<file path="src/rtl/edu_ctrl_seq.sv">
// Purpose : EDU sequencer. Owns the state, round and timeout counters and drives the token/cell-array control pulses.
// Latency : state and counters are registered (1 cycle); pulses are combinational from the registered state and current inputs.
// Backpr. : aqmeas entries are popped only in READY/WAITING while fewer than AQMEAS_TH rounds are buffered; otherwise the buffer holds them.
module edu_ctrl_seq #(
    parameter int CODE_DIST     = 5,
    parameter int AQMEAS_TH     = 2,
    parameter int TIMEOUT_INIT  = 2,
    parameter int TIMEOUT_STEP  = 2,
    parameter int TIMEOUT_LIMIT = 6,
    parameter int ROUND_BW      = 4,
    parameter int TIMEOUT_BW    = 5
) (
    input  logic                  clk,
    input  logic                  rst,
    input  logic                  aqmeas_valid,
    input  logic                  first_token,
    input  logic                  esmhead_exist,
    input  logic                  last_token,
    input  logic                  global_tokenmatch,
    input  logic                  global_errormatch,
    input  logic                  global_measmatch,
    output logic [1:0]            state,
    output logic [ROUND_BW-1:0]   round_counter,
    output logic [TIMEOUT_BW-1:0] timeout_th,
    output logic                  pop_aqmeasbuf,
    output logic                  shift_token,
    output logic                  rst_cellstate,
    output logic                  layer_retry,
    output logic                  layer_finish,
    output logic                  set_measerr_flag,
    output logic                  set_last_measerr_flag,
    output logic                  esm_finish,
    output logic                  next_valid
);

    typedef enum logic [1:0] {
        ST_READY        = 2'd0,
        ST_TOKENALLOC   = 2'd1,
        ST_ERRORPAIRING = 2'd2,
        ST_WAITING      = 2'd3
    } state_t;

    // Round-counter thresholds, sized once so every comparison is width-matched.
    localparam logic [ROUND_BW-1:0] AQ_TH_R      = ROUND_BW'(AQMEAS_TH);
    localparam logic [ROUND_BW-1:0] RND_ONE      = ROUND_BW'(1);
    localparam logic [ROUND_BW-1:0] RND_LAST     = ROUND_BW'(CODE_DIST - 1);
    localparam logic [ROUND_BW-1:0] RND_MEAS_LO  = ROUND_BW'(AQMEAS_TH - 1);
    // Rounds below this still need fresh ancilla data before the next sweep;
    // zero when AQMEAS_TH==CODE_DIST, so WAITING is then unreachable.
    localparam logic [ROUND_BW-1:0] RND_WAIT_LIM = ROUND_BW'(CODE_DIST - AQMEAS_TH);

    // Timeout constants.
    localparam logic [TIMEOUT_BW-1:0] TO_ONE   = TIMEOUT_BW'(1);
    localparam logic [TIMEOUT_BW-1:0] TO_INIT  = TIMEOUT_BW'(TIMEOUT_INIT);
    localparam logic [TIMEOUT_BW-1:0] TO_STEP  = TIMEOUT_BW'(TIMEOUT_STEP);
    localparam logic [TIMEOUT_BW-1:0] TO_LIMIT = TIMEOUT_BW'(TIMEOUT_LIMIT);

    state_t                  state_q;
    logic [ROUND_BW-1:0]     aqmeas_cnt;
    logic [TIMEOUT_BW-1:0]   timeout_cnt;

    logic                    token_finish;
    logic                    retry_cond;
    logic                    measerr_cond;
    logic                    round_is_last;
    logic                    aq_full;
    logic                    pair_exit;
    logic [TIMEOUT_BW-1:0]   timeout_cnt_inc;
    logic [TIMEOUT_BW-1:0]   th_bumped;
    logic [TIMEOUT_BW-1:0]   th_retry;

    assign state = state_q;

    // Decode conditions shared by the pulse logic and the sequencer.
    always_comb begin
        token_finish    = (first_token & ~esmhead_exist) | last_token;
        retry_cond      = token_finish & esmhead_exist & (timeout_th < TO_LIMIT);
        // An unpaired head after the longest timeout is treated as a measurement
        // error, but only in rounds where enough ancilla history exists.
        measerr_cond    = token_finish & esmhead_exist & (timeout_th == TO_LIMIT)
                          & (round_counter >= RND_MEAS_LO) & (round_counter <= RND_LAST);
        round_is_last   = (round_counter == RND_LAST);
        aq_full         = (aqmeas_cnt == AQ_TH_R);
        // The counter advances every pairing cycle, so the exit test looks at
        // the post-increment value: a threshold of N gives N pairing cycles.
        timeout_cnt_inc = timeout_cnt + TO_ONE;
        pair_exit       = (timeout_cnt_inc >= timeout_th) | global_errormatch | global_measmatch;
        th_bumped       = timeout_th + TO_STEP;
        th_retry        = (th_bumped > TO_LIMIT) ? TO_LIMIT : th_bumped;
    end

    // Per-cycle control pulses, all held low during reset.
    always_comb begin
        pop_aqmeasbuf         = 1'b0;
        shift_token           = 1'b0;
        rst_cellstate         = 1'b0;
        layer_retry           = 1'b0;
        layer_finish          = 1'b0;
        set_measerr_flag      = 1'b0;
        set_last_measerr_flag = 1'b0;
        esm_finish            = 1'b0;
        next_valid            = 1'b0;
        if (!rst) begin
            case (state_q)
                ST_READY, ST_WAITING: begin
                    pop_aqmeasbuf = aqmeas_valid & (aqmeas_cnt < AQ_TH_R);
                end
                ST_TOKENALLOC: begin
                    shift_token = 1'b1;
                    // A token meeting a syndrome head takes precedence over
                    // ending or retrying the layer in the same cycle.
                    if (!global_tokenmatch) begin
                        layer_retry  = retry_cond;
                        layer_finish = token_finish & ~retry_cond;
                    end
                    set_measerr_flag      = measerr_cond;
                    set_last_measerr_flag = measerr_cond & round_is_last;
                    esm_finish            = layer_finish & round_is_last;
                    next_valid            = layer_finish & round_is_last;
                end
                ST_ERRORPAIRING: begin
                    rst_cellstate = pair_exit;
                end
                default: ;
            endcase
        end
    end

    // Sequencer: state register plus round, ancilla and timeout counters.
    always_ff @(posedge clk) begin
        if (rst) begin
            state_q       <= ST_READY;
            aqmeas_cnt    <= '0;
            round_counter <= '0;
            timeout_cnt   <= '0;
            timeout_th    <= TO_INIT;
        end else begin
            case (state_q)
                ST_READY, ST_WAITING: begin
                    if (aq_full) begin
                        state_q    <= ST_TOKENALLOC;
                        aqmeas_cnt <= '0;
                    end else if (pop_aqmeasbuf) begin
                        aqmeas_cnt <= aqmeas_cnt + RND_ONE;
                    end
                end
                ST_TOKENALLOC: begin
                    if (global_tokenmatch) begin
                        state_q     <= ST_ERRORPAIRING;
                        timeout_cnt <= '0;
                    end else if (layer_finish) begin
                        timeout_th <= TO_INIT;
                        if (round_counter < RND_WAIT_LIM) begin
                            state_q       <= ST_WAITING;
                            round_counter <= round_counter + RND_ONE;
                        end else if (round_is_last) begin
                            state_q       <= ST_READY;
                            round_counter <= '0;
                        end else begin
                            round_counter <= round_counter + RND_ONE;
                        end
                    end else if (layer_retry) begin
                        timeout_th <= th_retry;
                    end
                end
                ST_ERRORPAIRING: begin
                    if (pair_exit) begin
                        state_q     <= ST_TOKENALLOC;
                        timeout_cnt <= '0;
                    end else begin
                        timeout_cnt <= timeout_cnt_inc;
                    end
                end
                default: begin
                    state_q <= ST_READY;
                end
            endcase
        end
    end

endmodule

</file>
<file path="config.mk">
export PLATFORM = sky130hd
export DESIGN_NAME = edu_ctrl_seq
export DESIGN_NICKNAME = d
export VERILOG_FILES = /design/src/rtl/edu_ctrl_seq.sv
export SDC_FILE = /design/constraint.sdc
export NUM_CORES = 1
export LEC_CHECK = 0
export CORE_ASPECT_RATIO = 0.9
export CORE_MARGIN = 3
export CORE_UTILIZATION = 38
export CTS_CLUSTER_DIAMETER = 80
export DETAILED_ROUTE_END_ITERATION = 10
export SLEW_MARGIN = 20
export SYNTH_ARGS = -nofsm -noshare
export SYNTH_HDL_FRONTEND = slang
export SYNTH_SLANG_ARGS = --single-unit
</file>
<file path="constraint.sdc">
create_clock -name clk -period 2.85 [get_ports clk]
set_clock_uncertainty 0.2 [all_clocks]
set_input_delay 0.57 -clock clk [delete_from_list [all_inputs] [get_ports clk]]
set_output_delay 0.57 -clock clk [all_outputs]
set_load 0.01 [all_outputs]
</file>
==> results.toml, run 1 <==
[clock_tree]
numCtsBuffers = 3
clk_pin_slew_ns = 0.11
cts_root_buf = "clkbuf_4"
clock_sinks = 19
htree_num_levels = 1
cts_buffer_depth = 2
cts_tree = "built"
clock_latency_ns = 0.30

[timing]
setup_ws_ns = 0.08873
fmax_mhz = 362.2
slew_headroom_pct = 66.37
min_period_ns = 2.761
hold_violations = 0
final.period_utilization_pct = 96.89
grt_setup_unrepaired = "true"
setup_viol = 0
tns_ns = 0
worst_pin_slew_ns = 0.4904
drv_slew = 0

[placed_design]
dpl.hpwl_mm = 2.208
place_ws_ns = -0.6071
portBuffers = 27
gp_congestion = 0.7694

[floorplan]
die_x_um = 65.05
start_util_pct = 41.69
dieArea_um2 = 3847
num_rows = 18
core-area_um2 = 2860
pin_count = 29
dieHeight_um = 59.14

[yosys]
postSynthCellCount = 136
synth_cell_types = 39
ys_seq_area_share_pct = 31.90
synth_edf_count = 0
syn_area_um2 = 1192
synth_top_cell_by_area = "dfxtp_1"
synthArstFlopShare_pct = 0
ys_ff_latch = 19
ys_top_cells_by_area = "dfxtp_1, ha_1, nor2_1"
synth_flop_cell = "dfxtp_1"
yosysWarnings = 0
synth_top_area_share_pct = 31.90
syn_avg_cell_area_um2 = 8.768
syn_nets = 158

[pwr]
power_switching_uw = 240.2
p_per_area_nw_per_um2 = 414.7
vdd_drop_max_mv = 0.3042
pwr-share-comb_pct = 40.9
seqPwrFrac_pct = 40.0
switching_share_pct = 32.62
p_int_uw = 496.2
p_clk_share_pct = 19.1
p_leak_uw = 0.0007507

[routing]
viasPerCell = 4.879
detail-route-antenna-nets = 0
wl_mm = 2.900
wl_met2_mm = 1.373
wl_met1_mm = 1.391
wire_per_inst_um = 12.95
drt_iter0_markers = 43
met3_length_um = 94
top_layer = "met4"
vias = 1093
drc = 0
first_pass_iters = 4

[setup_path]
crit_path_start_kind = "register"
crit_path_end_kind = "primary output"
critical_path_class = "reg2out"
cp_data_required_time_ns = 2.08
regToRegSetupSlack_ns = 0.49
worstPathMaxFanout = 4
reg2reg_depth = 11
r2r-end = "timeout_cnt[1]"
arrival_ns = 1.99
reg2reg_from = "timeout_cnt[1]"

[final_layout]
mostFrequentLayoutCells = "buf_4, nor2_1, clkdlybuf4s50_1"
drive_gt1_share_pct = 31.52
diodes = 0
syn2layout_area_growth_pct = 48.90
layout_commonest_cell = "buf_4"
nets = 207

[min_path]
worstHoldStart = "aqmeas_cnt[3]"
holdPathStages = 1
min_path_type = "reg2reg"
holdPathEnd = "aqmeas_cnt[3]"

[global_route]
antenna_found_initial = 0
grt_pass1_vias = 1100
grt_pass1_wl_mm = 4.836
grt_max_degree = 22
grt.overflow.total = 0
grt_use_total_pct = 16.22

[outcome]
run_status = "finished clean"

[flow_run]
cap_violations = 0
## repair_timing
action,in CTS,in global routing
buffers inserted,1,2
hold buffers,0,0
endpoints found under the setup margin,8,5
gates resized for setup,29,17
pin swaps,0,10
gates cloned,0,0
## stage by stage
step                total power, uW  instances  area (um^2)  hold WS [ns]  utilization, %
global placement              578.9        217         1628        0.2571           56.91
detailed placement            586.2        217         1628        0.2613           56.91
finish                        736.4        224         1775        0.2771           62.07
floorplan                     455.3        136         1192        0.2388               -
global route                  784.0        224         1775        0.2909           62.07
CTS                           733.8        222         1684        0.2805           58.88
## routing by layer
layer	track usage, %	vias up
li1	-	559
met1	19.28	509
met2	30.17	20
met3	2.087	5
met4	5.621	0
met5	0	-
## cell type report
cell class | instances | area (um^2)
Fill cell | 260 | 1085
Inverter | 12 | 50.05
Clock inverter | 1 | 5.005
Tap cell | 40 | 50.05
Multi-Input combinational cell | 100 | 820.8
Sequential cell | 19 | 384.1
Clock buffer | 3 | 22.52
Timing Repair Buffer | 49 | 442.9
## cells in the mapped netlist (2+ instances only)
cell type and n:
a31oi_1 2, dfxtp_1 19, o21ai_0 4, a21oi_1 6
nand2b_1 2, buf_4 2, ha_1 13, mux2i_1 5
nand2_1 7, nor2b_1 6, nor3_1 5, xnor2_1 3
nand3_1 3, clkbuf_1 2, nor3_2 2, inv_1 11
nor2_1 19, a22oi_1 4
## power groups by stage
| stage | clock [uW] | combinational (uW) | sequential [uW] |
|---|---|---|---|
| final | 141 | 301 | 294 |
| after global routing | 160 | 328 | 296 |
| after CTS | 145 | 295 | 294 |
| after detailed placement | 0 | 286 | 300 |
| after global placement | 0 | 280 | 299 |
| after floorplan | 0 | 148 | 307 |
## worst max-delay path: stages (launching register included)
cell and delay [ns]:
dfxtp_1 0.35, buf_4 0.12, inv_1 0.04, ha_1 0.33
nand3_1 0.10, nor3_2 0.17, clkdlybuf4s50_1 0.57
## flip-flops by register name, summed over array words and instances (netlist names)
signal	count
timeout_cnt	5
timeout_th	4
state	2
round_counter	4
aqmeas_cnt	4
## worst max-delay path by stage
stage / from / to / slack, ns / cells past startpoint
6_report: state[0] / pop_aqmeasbuf / 0.09 / 6
5_1_grt: timeout_cnt[1] / rst_cellstate / -0.005 / 9
4_1_cts: esmhead_exist / set_measerr_flag / -0.19 / 5
3_5_place_dp: esmhead_exist / set_measerr_flag / -0.61 / 5
3_3_place_gp: last_token / set_measerr_flag / -0.55 / 5
2_1_floorplan: state[0] / set_measerr_flag / 0.36 / 4
## cells by family (layout without fill, tap and decap cells)
logic type	after synthesis	in the layout	share of synthesized area (%)
and+or+nand+nor	54	54	25.29
xor gates and xnor gates	4	4	2.939
muxes	5	5	4.197
adders and majority gates	13	13	13.64
DFF	19	19	31.90
buffers and inverters	17	65	6.505
other	1	1	0.3145
AOI/OAI and AO/OA	23	23	15.22
Note: power is estimated with default switching activity, not from simulation.
==> run 2: changes to the inputs <==
--- a/config.mk
+++ b/config.mk
@@ -10,7 +10,8 @@
 export CORE_UTILIZATION = 38
 export CTS_CLUSTER_DIAMETER = 80
 export DETAILED_ROUTE_END_ITERATION = 10
-export SLEW_MARGIN = 20
+export PLACE_DENSITY = 0.71
+export RECOVER_POWER = 50
 export SYNTH_ARGS = -nofsm -noshare
 export SYNTH_HDL_FRONTEND = slang
 export SYNTH_SLANG_ARGS = --single-unit
==> run 2 against run 1 <==
Total power is 1.0% lower. Clock power hardly changed. Fmax is 0.37% lower. Flip-flop and latch count stayed put. Highest routed layer unchanged. Combinational power is 2% lower. Non-clock buffer count is 1 higher. Sequential power hardly changed. Largest power group unchanged. Sequential share of layout area is 0.21 points lower.
==> results.toml, run 2 (synthesized netlist as in run 1, its figures left out) <==
[outcome]
run_status = "finished clean"

[clock_tree]
cts_buffer_depth = 2
htree_num_levels = 1
clock_sinks = 19
ctsHoldBuffers = 0
numCtsBuffers = 3
clock_latency_ns = 0.30
cts_root_buf = "clkbuf_4"
cts_tree = "built"
clk_pin_slew_ns = 0.11

[floorplan]
core-area_um2 = 2860
num_rows = 18
die_x_um = 65.05
start_util_pct = 41.69
pin_count = 29
dieHeight_um = 59.14
dieArea_um2 = 3847

[min_path]
holdPathEnd = "aqmeas_cnt[3]"
holdPathStages = 1
min_path_type = "reg2reg"
worstHoldStart = "aqmeas_cnt[3]"

[setup_path]
cp_data_required_time_ns = 2.08
reg2reg_from = "timeout_cnt[2]"
critical_path_class = "reg2out"
critPathTopFamily = "adder cells"
worstPathMaxFanout = 2
cp.buffers_inverters = 1
regToRegSetupSlack_ns = 0.34
crit_path_start_kind = "register"
reg2reg_depth = 11
arrival_ns = 2.00
r2r-end = "timeout_cnt[3]"
crit_chain = "ha_4, nand3_4, xnor2_2, ha_1, o21ai_1, a21oi_2, nor2_4, nor3b_2, buf_2"
crit_path_end_kind = "primary output"
critical-path-max-stage-delay_ns = 0.38
slowest_stage = "dfxtp_2"

[timing]
grt_setup_unrepaired = "true"
final.period_utilization_pct = 97.25
hold_violations = 0
setup_viol = 0
min_period_ns = 2.772
tns_ns = 0
drv_slew = 0
fmax_mhz = 360.8

[global_route]
grt_max_degree = 12
grt_use_total_pct = 15.86
grt_pass1_vias = 1121
grt.overflow.total = 0
antenna_found_initial = 0
grt_pass1_wl_mm = 4.712

[final_layout]
largest_reg_flops = 5
drive_gt1_share_pct = 29.19
finalNonFillerCells = 225
utilization_pct = 62.47
syn2layout_area_growth_pct = 49.84
top_register = "timeout_cnt"
post-route-cell-area_um2 = 1787
nets = 208
mostFrequentLayoutCells = "buf_4, nor2_1, dfxtp_1"
diodes = 0
layout_commonest_cell = "buf_4"
fill_cells = 255

[pwr]
vdd_drop_max_mv = 0.3128
p_leak_uw = 0.0007753
totalPowerFinal_uw = 728.9
p_per_area_nw_per_um2 = 407.9

[routing]
first_pass_iters = 4
drc = 0
wl_mm = 2.937
viasPerCell = 4.902
wire_per_inst_um = 13.05
drt_iter0_markers = 49
vias = 1103
detail-route-antenna-nets = 0

[flow_run]
cap_violations = 0

[placed_design]
portBuffers = 27
gp_congestion = 0.8158
dp_cells = 216
dpl.hpwl_mm = 2.139
placed_cell_area_um2 = 1620
[run 2: worst reg2reg max path, cell delays in order (launching register included)]
cell and delay, ns:
dfxtp_1 0.47, nand3_2 0.12, xnor2_2 0.19, ha_1 0.26
o21ai_1 0.16, a21oi_2 0.07, buf_4 0.14, buf_4 0.13
buf_4 0.12, nor3_2 0.30, a22oi_1 0.15, nor2_1 0.13
[run 2: how the worst max path moves through the flow]
| stage | startpoint | end | slack, ns | depth (start not counted) |
|---|---|---|---|---|
| 2_1_floorplan | state[0] | set_measerr_flag | 0.36 | 4 |
| 3_3_place_gp | last_token | set_measerr_flag | -0.54 | 5 |
| 3_5_place_dp | last_token | set_measerr_flag | -0.59 | 5 |
| 4_1_cts | last_token | set_measerr_flag | -0.18 | 5 |
| 5_1_grt | timeout_cnt[2] | rst_cellstate | -0.06 | 8 |
| 6_report | timeout_cnt[1] | rst_cellstate | 0.08 | 9 |
[run 2: power breakdown]
part           leakage, uW  switching [uW]  internal (uW)
clock network    0.0000150            83.5           54.5
logic             0.000606             134            162
registers         0.000155            12.0            283
total             0.000775             229            499
[run 2: per-stage QoR]
step / worst slack [ns] / hold slack, ns
after CTS: -0.1833 / 0.2754
after global routing: -0.06357 / 0.2965
final: 0.07836 / 0.2722
after floorplan: 0.3578 / 0.2388
after detailed placement: -0.5935 / 0.2600
after global placement: -0.5364 / 0.2559
[run 2: repair_timing]
item | CTS | global route
endpoints found under the setup margin | 8 | 4
pin swaps | 0 | 9
gates cloned | 1 | 0
gates resized for setup | 25 | 16
buffers inserted | 1 | 3
[run 2: layout make-up]
cell class | count | area [um^2] | area share (%)
multi-input cells | 100 | 805.8 | 45.10
repair buffers | 50 | 471.7 | 26.40
flip-flops and latches | 19 | 382.9 | 21.43
inverters | 12 | 50.05 | 2.801
well taps | 40 | 50.05 | 2.801
clock buffers | 4 | 26.28 | 1.471
[run 2: metal layers]
layer	GRT usage, %	share of wire, %	vias to the layer above
li1	-	-	564
met1	19.05	47	488
met2	27.55	46	42
met3	3.226	4.9	9
met4	7.101	1.9	0
met5	0	0	-
